`src/rtl/asrv32_fetch_pkg.sv`:
```
// rtl/asrv32_fetch_pkg.sv - shared constants and types for the ASRV32 fetch stage
package asrv32_fetch_pkg;

  localparam logic [31:0] NOP_INST   = 32'h0000_0013;
  localparam int          FIFO_DEPTH = 2;

  typedef enum logic [1:0] {
    ST_IDLE = 2'd0,
    ST_REQ  = 2'd1,
    ST_DROP = 2'd2
  } fetch_state_e;

  typedef struct packed {
    logic [31:0] pc;
    logic [31:0] inst;
  } fetch_entry_t;

endpackage

```
`src/rtl/asrv32_fetch_fifo.sv`:
```
// rtl/asrv32_fetch_fifo.sv - 2-entry {pc, inst} FIFO with push, pop and priority clear
module asrv32_fetch_fifo
  import asrv32_fetch_pkg::*;
(
  input  logic         i_clk,
  input  logic         i_rst,
  input  logic         i_push,
  input  logic         i_pop,
  input  logic         i_clear,
  input  fetch_entry_t i_data,
  output fetch_entry_t o_data,
  output logic [1:0]   o_count,
  output logic [1:0]   o_count_nxt
);

  fetch_entry_t mem0_q, mem0_d, mem1_q, mem1_d;
  logic         rd_ptr_q, rd_ptr_d, wr_ptr_q, wr_ptr_d;
  logic [1:0]   count_q, count_d;
  logic         do_push, do_pop;

  // next-state: clear wins, otherwise push (also when full if popping) and pop
  always_comb begin
    mem0_d   = mem0_q;
    mem1_d   = mem1_q;
    rd_ptr_d = rd_ptr_q;
    wr_ptr_d = wr_ptr_q;
    count_d  = count_q;
    do_push  = 1'b0;
    do_pop   = 1'b0;
    if (i_clear) begin
      rd_ptr_d = 1'b0;
      wr_ptr_d = 1'b0;
      count_d  = 2'd0;
    end else begin
      do_push = i_push && ((count_q != 2'(FIFO_DEPTH)) || i_pop);
      do_pop  = i_pop && (count_q != 2'd0);
      if (do_push) begin
        if (wr_ptr_q) mem1_d = i_data;
        else          mem0_d = i_data;
        wr_ptr_d = ~wr_ptr_q;
      end
      if (do_pop) rd_ptr_d = ~rd_ptr_q;
      count_d = count_q + {1'b0, do_push} - {1'b0, do_pop};
    end
  end

  // state registers
  always_ff @(posedge i_clk) begin
    if (i_rst) begin
      mem0_q   <= '0;
      mem1_q   <= '0;
      rd_ptr_q <= 1'b0;
      wr_ptr_q <= 1'b0;
      count_q  <= 2'd0;
    end else begin
      mem0_q   <= mem0_d;
      mem1_q   <= mem1_d;
      rd_ptr_q <= rd_ptr_d;
      wr_ptr_q <= wr_ptr_d;
      count_q  <= count_d;
    end
  end

  assign o_data      = rd_ptr_q ? mem1_q : mem0_q;
  assign o_count     = count_q;
  assign o_count_nxt = count_d;

endmodule

```
`src/rtl/asrv32_fetch.sv`:
```
// rtl/asrv32_fetch.sv - ASRV32 fetch stage; ASRV32_FETCH_ALIGN_CHECK_EN adds misaligned-redirect detection
module asrv32_fetch
  import asrv32_fetch_pkg::*;
#(
  parameter logic [31:0] RESET_PC = 32'h0000_0000
) (
  input  logic        i_clk,
  input  logic        i_rst,
  output logic [31:0] o_imem_addr,
  output logic        o_imem_req,
  input  logic        i_imem_ack,
  input  logic [31:0] i_imem_data,
  output logic [31:0] o_inst,
  output logic [31:0] o_pc,
  output logic        o_valid,
  input  logic        i_ready,
  input  logic        i_flush,
  input  logic [31:0] i_flush_pc
`ifdef ASRV32_FETCH_ALIGN_CHECK_EN
  ,
  output logic        o_misaligned
`endif
);

  fetch_state_e state_q, state_d;
  logic [31:0]  pc_q, pc_d;          // address of the outstanding/next request
  logic [31:0]  redir_q, redir_d;    // redirect target parked while a drop is pending
  logic [31:0]  last_pc_q, last_pc_d;
  logic         hold_q, hold_d;      // fetch parked on a misaligned target
  logic         flush_bad;
  logic [31:0]  target;
  logic         push, pop, can_issue;
  fetch_entry_t head;
  logic [1:0]   count, count_nxt;

`ifdef ASRV32_FETCH_ALIGN_CHECK_EN
  logic misal_q;
  assign flush_bad = i_flush && (i_flush_pc[1:0] != 2'b00);
  assign target    = i_flush_pc;
  assign o_misaligned = misal_q;
  // one-cycle pulse on a misaligned redirect
  always_ff @(posedge i_clk) begin
    if (i_rst) misal_q <= 1'b0;
    else       misal_q <= flush_bad;
  end
`else
  assign flush_bad = 1'b0;
  assign target    = i_flush_pc & ~32'h3;
`endif

  assign o_valid     = (count != 2'd0);
  assign o_inst      = o_valid ? head.inst : NOP_INST;
  assign o_pc        = o_valid ? head.pc : last_pc_q;
  assign o_imem_req  = (state_q != ST_IDLE);
  assign o_imem_addr = pc_q;

  assign pop  = o_valid && i_ready;
  assign push = (state_q == ST_REQ) && i_imem_ack && !i_flush;

  asrv32_fetch_fifo u_fifo (
    .i_clk      (i_clk),
    .i_rst      (i_rst),
    .i_push     (push),
    .i_pop      (pop),
    .i_clear    (i_flush),
    .i_data     ({pc_q, i_imem_data}),
    .o_data     (head),
    .o_count    (count),
    .o_count_nxt(count_nxt)
  );

  // next-state: request sequencing, redirect handling and drop of stale data
  always_comb begin
    state_d   = state_q;
    pc_d      = pc_q;
    redir_d   = redir_q;
    hold_d    = i_flush ? flush_bad : hold_q;
    last_pc_d = o_valid ? head.pc : last_pc_q;
    can_issue = (count_nxt < 2'(FIFO_DEPTH)) && !hold_d;
    case (state_q)
      ST_IDLE: begin
        if (i_flush) pc_d = target;
        state_d = can_issue ? ST_REQ : ST_IDLE;
      end
      ST_REQ: begin
        if (i_imem_ack) begin
          pc_d    = i_flush ? target : pc_q + 32'd4;
          state_d = can_issue ? ST_REQ : ST_IDLE;
        end else if (i_flush) begin
          redir_d = target;
          state_d = ST_DROP;
        end
      end
      ST_DROP: begin
        if (i_imem_ack) begin
          pc_d    = i_flush ? target : redir_q;
          state_d = can_issue ? ST_REQ : ST_IDLE;
        end else if (i_flush) begin
          redir_d = target;
        end
      end
      default: state_d = ST_IDLE;
    endcase
  end

  // FSM and PC registers; reset beats flush and ack
  always_ff @(posedge i_clk) begin
    if (i_rst) begin
      state_q   <= ST_IDLE;
      pc_q      <= RESET_PC;
      redir_q   <= RESET_PC;
      last_pc_q <= RESET_PC;
      hold_q    <= 1'b0;
    end else begin
      state_q   <= state_d;
      pc_q      <= pc_d;
      redir_q   <= redir_d;
      last_pc_q <= last_pc_d;
      hold_q    <= hold_d;
    end
  end

endmodule

```
`config.mk`:
```
export PLATFORM = sky130hd
export DESIGN_NAME = asrv32_fetch
export DESIGN_NICKNAME = d
export VERILOG_FILES = /design/src/rtl/asrv32_fetch_pkg.sv /design/src/rtl/asrv32_fetch_fifo.sv /design/src/rtl/asrv32_fetch.sv
export SDC_FILE = /design/constraint.sdc
export NUM_CORES = 1
export LEC_CHECK = 0
export BUFFER_PORTS_ARGS = -buffer_cell sky130_fd_sc_hd__clkbuf_2
export CAP_MARGIN = 20
export CORE_MARGIN = 3
export CORE_UTILIZATION = 40
export CTS_CLUSTER_SIZE = 16
export DETAILED_ROUTE_END_ITERATION = 8
export PLACE_DENSITY = 0.62
export SYNTH_ARGS = -nofsm -noshare
export SYNTH_HDL_FRONTEND = slang
export SYNTH_SLANG_ARGS = --single-unit
```
`constraint.sdc`:
```
create_clock -name i_clk -period 2.8 [get_ports i_clk]
set_input_delay 0.56 -clock i_clk [delete_from_list [all_inputs] [get_ports i_clk]]
set_output_delay 0.56 -clock i_clk [all_outputs]
set_load 0.01 [all_outputs]
```
==> impl_metrics.tcl <==
set metrics [dict create \
    vias 9292 \
    ant_nets 0 \
    fin_skew_ns 0.0257 \
    synthCells 1322 \
    grt_overflow 0 \
    drt_iter0_drc 636 \
    intPower_uw 5860 \
    hold_violations 0 \
    hold_class "in2reg" \
    via_per_inst 5.21 \
    clkSlewWorstSetupHoldPaths_ns 0.06 \
    cts_root_buffer "clkbuf_16" \
    worstPathMaxFanout 22 \
    maxClockFrequency_mhz 393 \
    antenna_found_initial 0 \
    finalInstanceArea_sq_um 12200 \
    post-route-drc-count 0 \
    routedWlPerCell_microns 16.3 \
    status "finished, final reports clean" \
    fin_nets 1515 \
    fp.dieW_microns 166 \
    finalCriticalPeriod_ns 2.55 \
    die_h_microns 166 \
    grt_pass1_wl_microns 46700 \
    slew_headroom_pct 47.4 \
    crit_type "reg2out" \
    synth_cell_types 58 \
    clkSinkCount 231 \
    synth-seq-cells 231 \
    io_pins 167 \
    arrival_ns 1.99 \
    dp.cells 1741 \
    first_global_vias 8609 \
    placed_area_sq_um 11400 \
    syn_area_per_cell_sq_um 7.77 \
    cts_tree "done" \
    async_flop_share_pct 0 \
    post-route-period-util_pct 90.9 \
    synth_nets 1398 \
    postCtsHoldBufs 0 \
    start_util_pct 40.8 \
    start_kind "flip-flop" \
    globalplace.congestion 0.821 \
    grt_start_max_net_pins 95 \
    grtUsageMet3_pct 3.36 \
    power.switching_uw 2120 \
    layout-area-overhead-vs-synth_pct 19.2 \
    dr.pass1.iters 5 \
    numPortBuffers 164 \
    yosys_warnings 0 \
    report.final.slew_viol_count 0 \
    worstPathRequired_ns 2.24 \
    layout-drive-gt1-share_pct 17.5 \
    max-vdd-ir-drop_uv 368 \
    synth_seq_area_share_pct 45.0 \
    setup_tns_ns 0 \
    cts.path.max_buffers 3 \
    postCtsSetupBuffers 0 \
    worstSkewPairLatency_ns 0.53 \
    instances_no_fill 1785 \
    power_frac_comb_pct 12.9 \
    wirelength_microns 29100 \
    grtUsageMet1_pct 28.7 \
    synth_top_flop_cell "dfxtp_1" \
    whs_path_depth 3 \
    leakagePower_uw 0.00442 \
    r2r_cells 8 \
    clock_power_share_pct 42.3 \
    hpwl_microns 19100 \
    grt_usage_pct 20.2 \
    power_density_nw_per_um2 652 \
    rsz0062_at_grt "no" \
    rows 58 \
    core_sq_um 25200 \
    diodes 0 \
    setup_viol 0 \
    grt_use_met2_pct 31.9 \
    ctsResizeCount 0 \
    p_seq_share_pct 44.8 \
    htreeDepth 1 \
    cts_buffers 26 \
    synth-edff-count 0 \
    drv_cap 0 \
    worst_pin_slew_ns 0.788 \
    top_usage_layer "met2" \
    dieArea_sq_um 27600 \
    crit_path_end_kind "primary output" \
    swShare_pct 26.6 \
    synth_area_sq_um 10300 \
]
## critical path, cell delays in order (launching register included)
cell and delay (ns):
dfxtp_4 0.62, buf_4 0.40, mux2i_1 0.24, nor2_1 0.06
clkbuf_2 0.14
## cell usage after synthesis, types with 8 or more instances
library cell | count | area share, %
nand2_1 | 385 | 14
a31oi_1 | 15 | 0.91
inv_1 | 19 | 0.69
and4_1 | 11 | 0.94
a221oi_1 | 8 | 0.68
dfxtp_1 | 231 | 45
and2_1 | 34 | 2.1
nand3_1 | 9 | 0.44
mux2i_1 | 66 | 6.4
buf_2 | 40 | 1.9
nor2_1 | 53 | 1.9
a21oi_1 | 178 | 8.7
a221o_1 | 9 | 0.88
nand4_1 | 13 | 0.79
o21ai_0 | 58 | 2.8
nor3_1 | 27 | 1.3
clkbuf_1 | 64 | 2.3
## metrics by stage
| stage | power [uW] | utilization (%) | hold slack [ns] | worst slack, ns |
|---|---|---|---|---|
| 3_5_place_dp | 4670 | 45.2 | 0.439 | 0.426 |
| 4_1_cts | 8070 | 48.6 | 0.249 | 0.215 |
| 5_1_grt | 8330 | 48.6 | 0.264 | 0.130 |
| 2_1_floorplan | 4240 | - | 0.421 | 0.616 |
| 6_report | 7980 | 48.6 | 0.266 | 0.255 |
| 3_3_place_gp | 4650 | 45.2 | 0.432 | 0.400 |
## routing by layer
metal | share of wire (%) | vias up
met5 | 0 | -
met4 | 2.1 | 0
met3 | 4.9 | 41
met2 | 45 | 209
met1 | 48 | 4314
li1 | - | 4728
## placed cells by master, fill, tap and decap left out, drive strengths merged, types with 3 or more instances in the layout
master  Yosys  layout
o21ai      60      60
a21o        3       3
a211oi      3       3
and3        6       6
nand2     385     385
o22a        3       3
inv        19      19
a221oi     11      11
nand3       9       9
mux2i      66      66
nor3       29      29
and2       34      34
a22o        7       7
nand2b      4       4
buf        48      39
nor2b       5       5
and4       11      11
nor4        4       4
a21oi     178     178
o21a        4       4
o22ai       4       4
a221o       9       9
a31oi      15      15
nor2       53      53
ha          7       7
nand4      13      13
dfxtp     231     231
clkbuf     65     203
xnor2       5       5
## power by group through the flow
| stage | logic [uW] | clock network, uW | registers [uW] |
|---|---|---|---|
| after global placement | 1010 | 0 | 3640 |
| after detailed placement | 1020 | 0 | 3640 |
| after global routing | 1140 | 3600 | 3590 |
| after CTS | 1030 | 3470 | 3570 |
| final | 1030 | 3380 | 3570 |
| after floorplan | 641 | 0 | 3600 |
## state kept, by name, indices dropped and copies added, names as in the netlist
signal and count:
u_fifo.o_count 2, hold_q 1, u_fifo.mem1_q 64, o_imem_addr 32, last_pc_q 32, u_fifo.mem0_q 64
redir_q 32, u_fifo.rd_ptr_q 1, state_q 2, u_fifo.wr_ptr_q 1
## area by class of cell
type | instances | area [sq um]
clock inverters | 4 | 72.6
well taps | 330 | 413
repair buffers | 202 | 1160
fillers | 2511 | 12900
multi-input cells | 959 | 5120
flip-flops and latches | 231 | 4630
inverters | 19 | 71.3
clock buffers | 40 | 774
## path summary, 6_finish.rpt
check	startpoint	to	slack [ns]
min reg2reg	hold_q	hold_q	0.45
max	u_fifo.rd_ptr_q	o_inst[22]	0.25
min	i_flush_pc[9]	redir_q[9]	0.27
max reg2reg	state_q[0]	o_imem_addr[14]	0.39
## cells by family after synthesis
kind of cell	synth area share [%]
compound gates	18.2
xor+xnor	0.512
fa+ha+maj	0.853
buf+inv	5.43
flops	45.0
mux	6.54
simple gates	23.4
Note: power is estimated with default switching activity, not from simulation.
